<file path="src/rtl/date_entry.sv">
// Six-digit BCD date entry: debounced pushbuttons step a cursor through a shadow copy of
// the date, and the shadow is committed to the visible date only after all six digits are entered.
module date_entry #(
    parameter int unsigned  DEBOUNCE_CYCLES = 500000,
    parameter logic [23:0]  RESET_DATE      = 24'h030200
) (
    input  logic        MAX10_CLK1_50,
    input  logic        RESET,
    input  logic [1:0]  KEY,
    input  logic [7:0]  SW,
    output logic [23:0] date,
    output logic [2:0]  cursor,
    output logic        editing,
    output logic        updated,
    output logic        digit_err
);

    localparam int unsigned NKEY  = 2;
    localparam int unsigned NDIG  = 6;
    localparam int unsigned CNT_W = (DEBOUNCE_CYCLES > 1) ? $clog2(DEBOUNCE_CYCLES) : 1;
    localparam logic [CNT_W-1:0] CNT_LAST  = CNT_W'(DEBOUNCE_CYCLES - 1);
    localparam logic [2:0]       TOP_DIGIT = 3'd5;
    localparam logic [3:0]       MAX_BCD   = 4'd9;

    typedef enum logic [1:0] {
        S_IDLE   = 2'd0,
        S_EDIT   = 2'd1,
        S_COMMIT = 2'd2
    } state_t;

    // SW[6:4] carry no function
    logic unused_sw;
    assign unused_sw = &{1'b0, SW[6:4]};

    logic             clk;
    assign clk = MAX10_CLK1_50;

    // Synchronizers
    logic [NKEY-1:0]  key_s1_q, key_s2_q;
    logic [4:0]       sw_s1_q,  sw_s2_q;

    // Debouncers and press detection
    logic [CNT_W-1:0] cnt_q [NKEY];
    logic [CNT_W-1:0] cnt_d [NKEY];
    logic [NKEY-1:0]  stable_q, stable_d;
    logic [NKEY-1:0]  stable_dly_q;
    logic [NKEY-1:0]  press_q, press_d;

    // Control path
    state_t           state_q, state_d;
    logic [23:0]      shadow_q, shadow_d;
    logic [23:0]      date_q, date_d;
    logic [2:0]       cursor_q, cursor_d;
    logic             editing_q, editing_d;
    logic             updated_q, updated_d;
    logic             digit_err_q, digit_err_d;

    logic             enter_ev;
    logic             cancel_ev;
    logic             edit_en;
    logic [3:0]       sw_digit;

    // Counter runs only while the synchronized level disagrees with the accepted level
    always_comb begin
        for (int i = 0; i < NKEY; i++) begin
            stable_d[i] = stable_q[i];
            cnt_d[i]    = '0;
            if (key_s2_q[i] != stable_q[i]) begin
                if (cnt_q[i] == CNT_LAST) begin
                    stable_d[i] = key_s2_q[i];
                end else begin
                    cnt_d[i] = cnt_q[i] + CNT_W'(1);
                end
            end
        end
        press_d = stable_dly_q & ~stable_q;
    end

    always_ff @(posedge clk) begin
        if (RESET) begin
            key_s1_q     <= '1;
            key_s2_q     <= '1;
            sw_s1_q      <= '0;
            sw_s2_q      <= '0;
            stable_q     <= '1;
            stable_dly_q <= '1;
            press_q      <= '0;
            for (int i = 0; i < NKEY; i++) begin
                cnt_q[i] <= '0;
            end
        end else begin
            key_s1_q     <= KEY;
            key_s2_q     <= key_s1_q;
            sw_s1_q      <= {SW[7], SW[3:0]};
            sw_s2_q      <= sw_s1_q;
            stable_q     <= stable_d;
            stable_dly_q <= stable_q;
            press_q      <= press_d;
            for (int i = 0; i < NKEY; i++) begin
                cnt_q[i] <= cnt_d[i];
            end
        end
    end

    // Cancel wins over a simultaneous enter
    assign cancel_ev = press_q[1];
    assign enter_ev  = press_q[0] & ~press_q[1];
    assign edit_en   = sw_s2_q[4];
    assign sw_digit  = sw_s2_q[3:0];

    always_comb begin
        state_d     = state_q;
        shadow_d    = shadow_q;
        date_d      = date_q;
        cursor_d    = cursor_q;
        updated_d   = 1'b0;
        digit_err_d = 1'b0;

        case (state_q)
            S_IDLE: begin
                if (enter_ev && edit_en) begin
                    state_d  = S_EDIT;
                    shadow_d = date_q;
                    cursor_d = TOP_DIGIT;
                end
            end
            S_EDIT: begin
                if (cancel_ev) begin
                    state_d  = S_IDLE;
                    cursor_d = TOP_DIGIT;
                end else if (enter_ev) begin
                    if (sw_digit <= MAX_BCD) begin
                        for (int i = 0; i < NDIG; i++) begin
                            if (cursor_q == 3'(i)) begin
                                shadow_d[4*i +: 4] = sw_digit;
                            end
                        end
                        if (cursor_q == 3'd0) begin
                            state_d = S_COMMIT;
                        end else begin
                            cursor_d = cursor_q - 3'd1;
                        end
                    end else begin
                        digit_err_d = 1'b1;
                    end
                end
            end
            S_COMMIT: begin
                date_d    = shadow_q;
                updated_d = 1'b1;
                cursor_d  = TOP_DIGIT;
                state_d   = S_IDLE;
            end
            default: begin
                state_d  = S_IDLE;
                cursor_d = TOP_DIGIT;
            end
        endcase

        editing_d = (state_d == S_EDIT);
    end

    always_ff @(posedge clk) begin
        if (RESET) begin
            state_q     <= S_IDLE;
            shadow_q    <= RESET_DATE;
            date_q      <= RESET_DATE;
            cursor_q    <= TOP_DIGIT;
            editing_q   <= 1'b0;
            updated_q   <= 1'b0;
            digit_err_q <= 1'b0;
        end else begin
            state_q     <= state_d;
            shadow_q    <= shadow_d;
            date_q      <= date_d;
            cursor_q    <= cursor_d;
            editing_q   <= editing_d;
            updated_q   <= updated_d;
            digit_err_q <= digit_err_d;
        end
    end

    assign date      = date_q;
    assign cursor    = cursor_q;
    assign editing   = editing_q;
    assign updated   = updated_q;
    assign digit_err = digit_err_q;

endmodule

</file>
<file path="config.mk">
export PLATFORM = sky130hd
export DESIGN_NAME = date_entry
export DESIGN_NICKNAME = d
export VERILOG_FILES = /design/src/rtl/date_entry.sv
export SDC_FILE = /design/constraint.sdc
export NUM_CORES = 1
export LEC_CHECK = 0
export CELL_PAD_IN_SITES_DETAIL_PLACEMENT = 0
export CELL_PAD_IN_SITES_GLOBAL_PLACEMENT = 1
export CORE_MARGIN = 1
export CORE_UTILIZATION = 30
export CTS_CLUSTER_DIAMETER = 200
export DETAILED_ROUTE_END_ITERATION = 10
export HOLD_SLACK_MARGIN = 0.03
export PLACE_DENSITY_LB_ADDON = 0.1
export SYNTH_ARGS = -nofsm -noshare
export SYNTH_HDL_FRONTEND = slang
export SYNTH_SLANG_ARGS = --single-unit
</file>
<file path="constraint.sdc">
create_clock -name MAX10_CLK1_50 -period 6.2 [get_ports MAX10_CLK1_50]
set_clock_uncertainty 0.2 [all_clocks]
set_input_delay 0.93 -clock MAX10_CLK1_50 [delete_from_list [all_inputs] [get_ports MAX10_CLK1_50]]
set_output_delay 0.93 -clock MAX10_CLK1_50 [all_outputs]
set_load 0.02 [all_outputs]
</file>
## After elaboration in Yosys (flattened, before gate mapping)

Memories as Yosys holds them, arrays and structs flattened.
Cells that the tools add are included.

| word-level totals | value |
|---|---|
| register bits after elaboration | 76 |
| bits in writable memories | 38 |
| output and inout port bits | 30 |
| logic and storage cells | 106 |
| memories | 1 |

Memories:

| name | depth | width | rd ports | clocked after memory_dff | write ports | line | text |
|---|---|---|---|---|---|---|---|
| cnt_q | 2 | 19 | 2 | 0 | 2 | 43 | `logic [CNT_W-1:0] cnt_q [NKEY];` |

| cells by class | value |
|---|---|
| $add $sub $neg | 3 |
| magnitude comparators | 1 |
| equality and inequality tests | 25 |
| multiplexer cells | 34 |
| bitwise operators | 8 |
| reduce and logical (&&, ||, !) cells | 14 |

Operator list:

| kind | number |
|---|---|
| $mux W19 | 6 |
| $mux W24 | 4 |
| $pmux W24 S2 | 1 |
| $add A19 B1 Y19 const B | 2 |
| $eq A19 B19 Y1 const B | 2 |
| $reduce_and A6 Y1 | 6 |
| $mux W4 | 6 |
| $ne A2 B2 Y1 const B | 10 |
| $mux W3 | 5 |
| $mux W2 | 5 |
| $ne A3 B3 Y1 const B | 3 |
| $eq A3 B2 Y1 const B | 2 |
| $eq A3 B3 Y1 const B | 2 |
| $pmux W3 S2 | 1 |
| $mux W1 | 5 |
| $eq A2 B1 Y1 const B | 2 |
| $le A4 B4 Y1 const B | 1 |
| $pmux W2 S2 | 1 |
| $reduce_and A2 Y1 | 2 |
| $reduce_and A4 Y1 | 1 |
| $reduce_or A4 Y1 | 1 |
| $eq A3 B1 Y1 const B | 1 |
| $logic_not A3 Y1 | 1 |
| $not A1 Y1 | 3 |
| other kinds (10) | 12 |

## Depth between registers and ports, before layout

| logic depth | value |
|---|---|
| depth in word-level cells | 7 |
| depth in mapped cells | 7 |
| depth with buffers taken out | 6 |

## Least setup slack after synthesis

OpenSTA, ideal clock, no wires.

| timing | value |
|---|---|
| path kind | reg2reg |
| start | memory cnt_q[0][19] (netlist name) |
| end | memory cnt_q[0][28] (netlist name) |
| setup time | 0.115 ns |
| arrival time | 1.789 ns |
| data required time | 5.885 ns |
| path slack | 4.096 ns |
| stages on the path, launching flop included | 8 |
| period minus slack after synthesis | 2.104 ns |
| cells stage by stage | dfxtp_1 -> ha_1 -> or4b_2 -> nor3_2 -> a21o_1 -> buf_4 -> buf_6 -> nor2_1 |

RTL lines:

| item | line |
|---|---|
| from (decl) | 43 |

## Final worst setup path

| timing | value |
|---|---|
| start | register cursor_q[2] (netlist: cursor[2]) |
| end | output port cursor[2] |

RTL lines:

| item | line | text |
|---|---|---|
| from (decl) | 53 | `logic [2:0] cursor_q, cursor_d;` |
| from (signal assigned) | 176 | `cursor_q <= cursor_d;` |
| to (decl) | 12 | `output logic [2:0] cursor,` |

No word-level cell between the ends.

==> results.md <==
* Outcome: finished, final reports clean
* Register area at 2282 sq um
* Tightest Pin Transition at 0.8182 ns
* Total power at 1.697 mW
* Crit path max fanout at 10
* Starting density of the core at 0.3098
* Final hold viol count at 0
* Clock sink total at 114
* Vias in the first global route at 3,769
* Worst-Skew Late Latency at 0.41 ns
* Worst min path class: flop to flop
* CTS tree: yes
* Post-synth EDFFs at 0
* Endpoint class of the critical path: primary output
* DRT Pass-1 Iters at 4
* F_max at 0.3705 GHz
* Syn_nets at 563
* Critical Path Slowest Stage Cell: clkdlybuf4s50_1
* DRT iter0 DRCs at 265
* Setup WS pre-CTS at 3.333 ns
* Layout area overhead at 23.18%
* Die Footprint at 16,320 sq um
* Hold depth at 1
* Crit path buf inv count at 1
* Crit Path Category: flop to primary output
* Filler cells at 1,599
* Critical Path RT at 5.07 ns
* Pwr Density at 290.3 nW/um^2
* Sequential-to-total area share from yosys stat at 0.4810
* # setup viols final at 0
* Setup TNS at 0 ns
* Total CTS buffers at 17
* Initial antenna violation count at 0
* Cell family with most CP delay: buffers and inverters
* Leak at 1.849 nW
* Routed vias at 3,829
* Final GP Congestion at 0.7465
* Multi-input gate area at 2260 sq um
* Metal2 WL at 4913 microns
* Synth Instances at 544
* CTS root buf: clkbuf_16
* Final worst setup slack at 3.501 ns
* Fin nets at 593
* Async set-or-reset flop fraction in the synthesized netlist at 0
* Die width at 127.8 microns
* Crit path launch type: flop
* Post-DP HPWL at 7115 microns
* Hold buffer count at cts at 0
* Reg2Reg Depth at 5
* Post-route antenna net violation count at 0
* RSZ-0062 raised after global routing: no
* # rows at 45
* Seq cells post-synth at 114
* DR top layer: met4
* Count of maximum capacitance violations at 0
* DRC at 0
* GRT Util Overall at 0.1503
* Tcrit/Tclk final at 0.4354
* ANT cells at 0
* H-tree levels at 4
* Setup bufs post-CTS at 0
* Mean post-synth cell area at 8.722 sq um
* Maximum VDD drop at 0.1852 mV
* Chip Height at 127.8 microns
* Yosys top cell area share at 0.4810
* CP Depth at 1
* WL/cell at 14.27 microns
* Cell taking the most area after synthesis: dfxtp_1
* Vias per cell at 4.810
* Final-report max-slew violation count at 0
* Post-CTS sizing at 0
* Top Ports at 42
* Placed Area at 5283 sq um
* Met3 routed WL at 436 microns
* IO Port Bufs at 38
* Post-Syn Area at 4745 sq um
* Top cells by area, synth: dfxtp_1 48%, a21oi_1 7.1%, nand2_1 5.1%
* Clock buffer depth at 2
* First-pass GRT wire length at 19,160 microns
* Post-route design area at 5844 sq um
* Slowest cell delay on critical path at 0.67 ns
* Fin crit period at 2.699 ns
* Crit-path cells: clkdlybuf4s50_1
* Critical Path AT at 1.57 ns
* Post-synth top flop: dfxtp_1
* Yosys cell types at 53
* Final wirelength at 11,360 microns
* Gr ovfl total at 0
* YS warnings at 0
* Worst hold slack at 0.2062 ns
* WL met1 at 5823 microns
* Placeable Area at 15,310 sq um
* Layout cells sized above 1 at 0.08376
* Slew HR at 0.4545
* Reg clk slew, reported paths at 0.05 ns
* Pin count of the biggest net entering global routing at 79
## state kept, by name, indices dropped and copies added (netlist names)
register / cells
cnt_q: 38
date: 24
shadow_q: 24
sw_s1_q: 5
sw_s2_q: 5
cursor: 3
key_s1_q: 2
key_s2_q: 2
press_q: 2
stable_dly_q: 2
stable_q: 2
state_q: 2
digit_err: 1
editing: 1
updated: 1
## per-layer routing
layer,up-vias,GRT usage
li1,1960,-
met1,1798,0.2014
met2,58,0.2276
met3,13,0.03798
met4,0,0.06644
met5,-,0
## path summary, 6_finish.rpt
kind                              startpoint            to  slack [ns]
worst max-delay path               cursor[2]     cursor[2]        3.50
worst min-delay path             key_s1_q[0]   key_s2_q[0]        0.21
worst max register to register  cnt_q[0][19]  cnt_q[0][35]        3.71
worst min register to register   key_s1_q[0]   key_s2_q[0]        0.21
## cell usage after synthesis, types with 4 or more instances
cell type  instances
nand2b_1           5
or3_1              5
a211oi_1          13
buf_1              4
nand2_1           65
or4_1              6
nor3_1            10
dfxtp_1          114
xnor2_1           24
nor2_1            53
inv_1             15
or2_2              8
nand4_1           10
a311oi_1           8
nor2b_1           13
o21ai_0            8
nand3_1           14
xor2_1             6
buf_2              8
clkbuf_1          18
ha_1               7
a21oi_1           67
nor4_1            15
and3b_1            4
o31ai_1            4
## through the flow
stage,instances,util
2_1_floorplan,544,-
3_3_place_gp,766,0.3449
3_5_place_dp,766,0.3449
4_1_cts,796,0.3816
5_1_grt,796,0.3816
6_report,796,0.3816
## area by class of cell
type,instances,area share
clock buffers,24,0.08242
clock inverters,6,0.01370
inverters,15,0.009634
multi-input cells,382,0.3866
flip-flops and latches,114,0.3905
well taps,211,0.04517
repair buffers,44,0.07193
## report_power, final
| part | switching (mW) | internal (mW) |
|---|---|---|
| registers | 0.00245 | 0.738 |
| logic | 0.0140 | 0.00913 |
| clock network | 0.318 | 0.615 |
| total | 0.334 | 1.36 |
## layout by cell type (no fill, tap or decap), types with 5 or more instances in the layout
| master | count |
|---|---|
| a211oi_1 | 13 |
| clkdlybuf4s50_1 | 37 |
| nor2b_1 | 13 |
| or3_1 | 5 |
| nand2_1 | 65 |
| nor3_1 | 10 |
| o21ai_0 | 8 |
| nand3_1 | 14 |
| a311oi_1 | 8 |
| buf_4 | 6 |
| inv_1 | 15 |
| xor2_1 | 6 |
| nor2_1 | 53 |
| nor4_1 | 15 |
| clkbuf_16 | 17 |
| or4_1 | 6 |
| dfxtp_1 | 114 |
| a21oi_1 | 67 |
| xnor2_1 | 24 |
| ha_1 | 7 |
| nand2b_1 | 5 |
| or2_2 | 8 |
| nand4_1 | 10 |
## cell families after synthesis
logic type               after synthesis  share of synthesized area
buffers and inverters                 48                    0.04272
AO/OA/AOI/OAI                        115                     0.1553
flip-flops                           114                     0.4810
adder cells (fa/ha/maj)                7                    0.01846
multiplexers                           2                   0.004220
XOR/XNOR                              30                    0.05538
AND/OR/NAND/NOR                      228                     0.2429
Note: power is estimated with default switching activity, not from simulation.
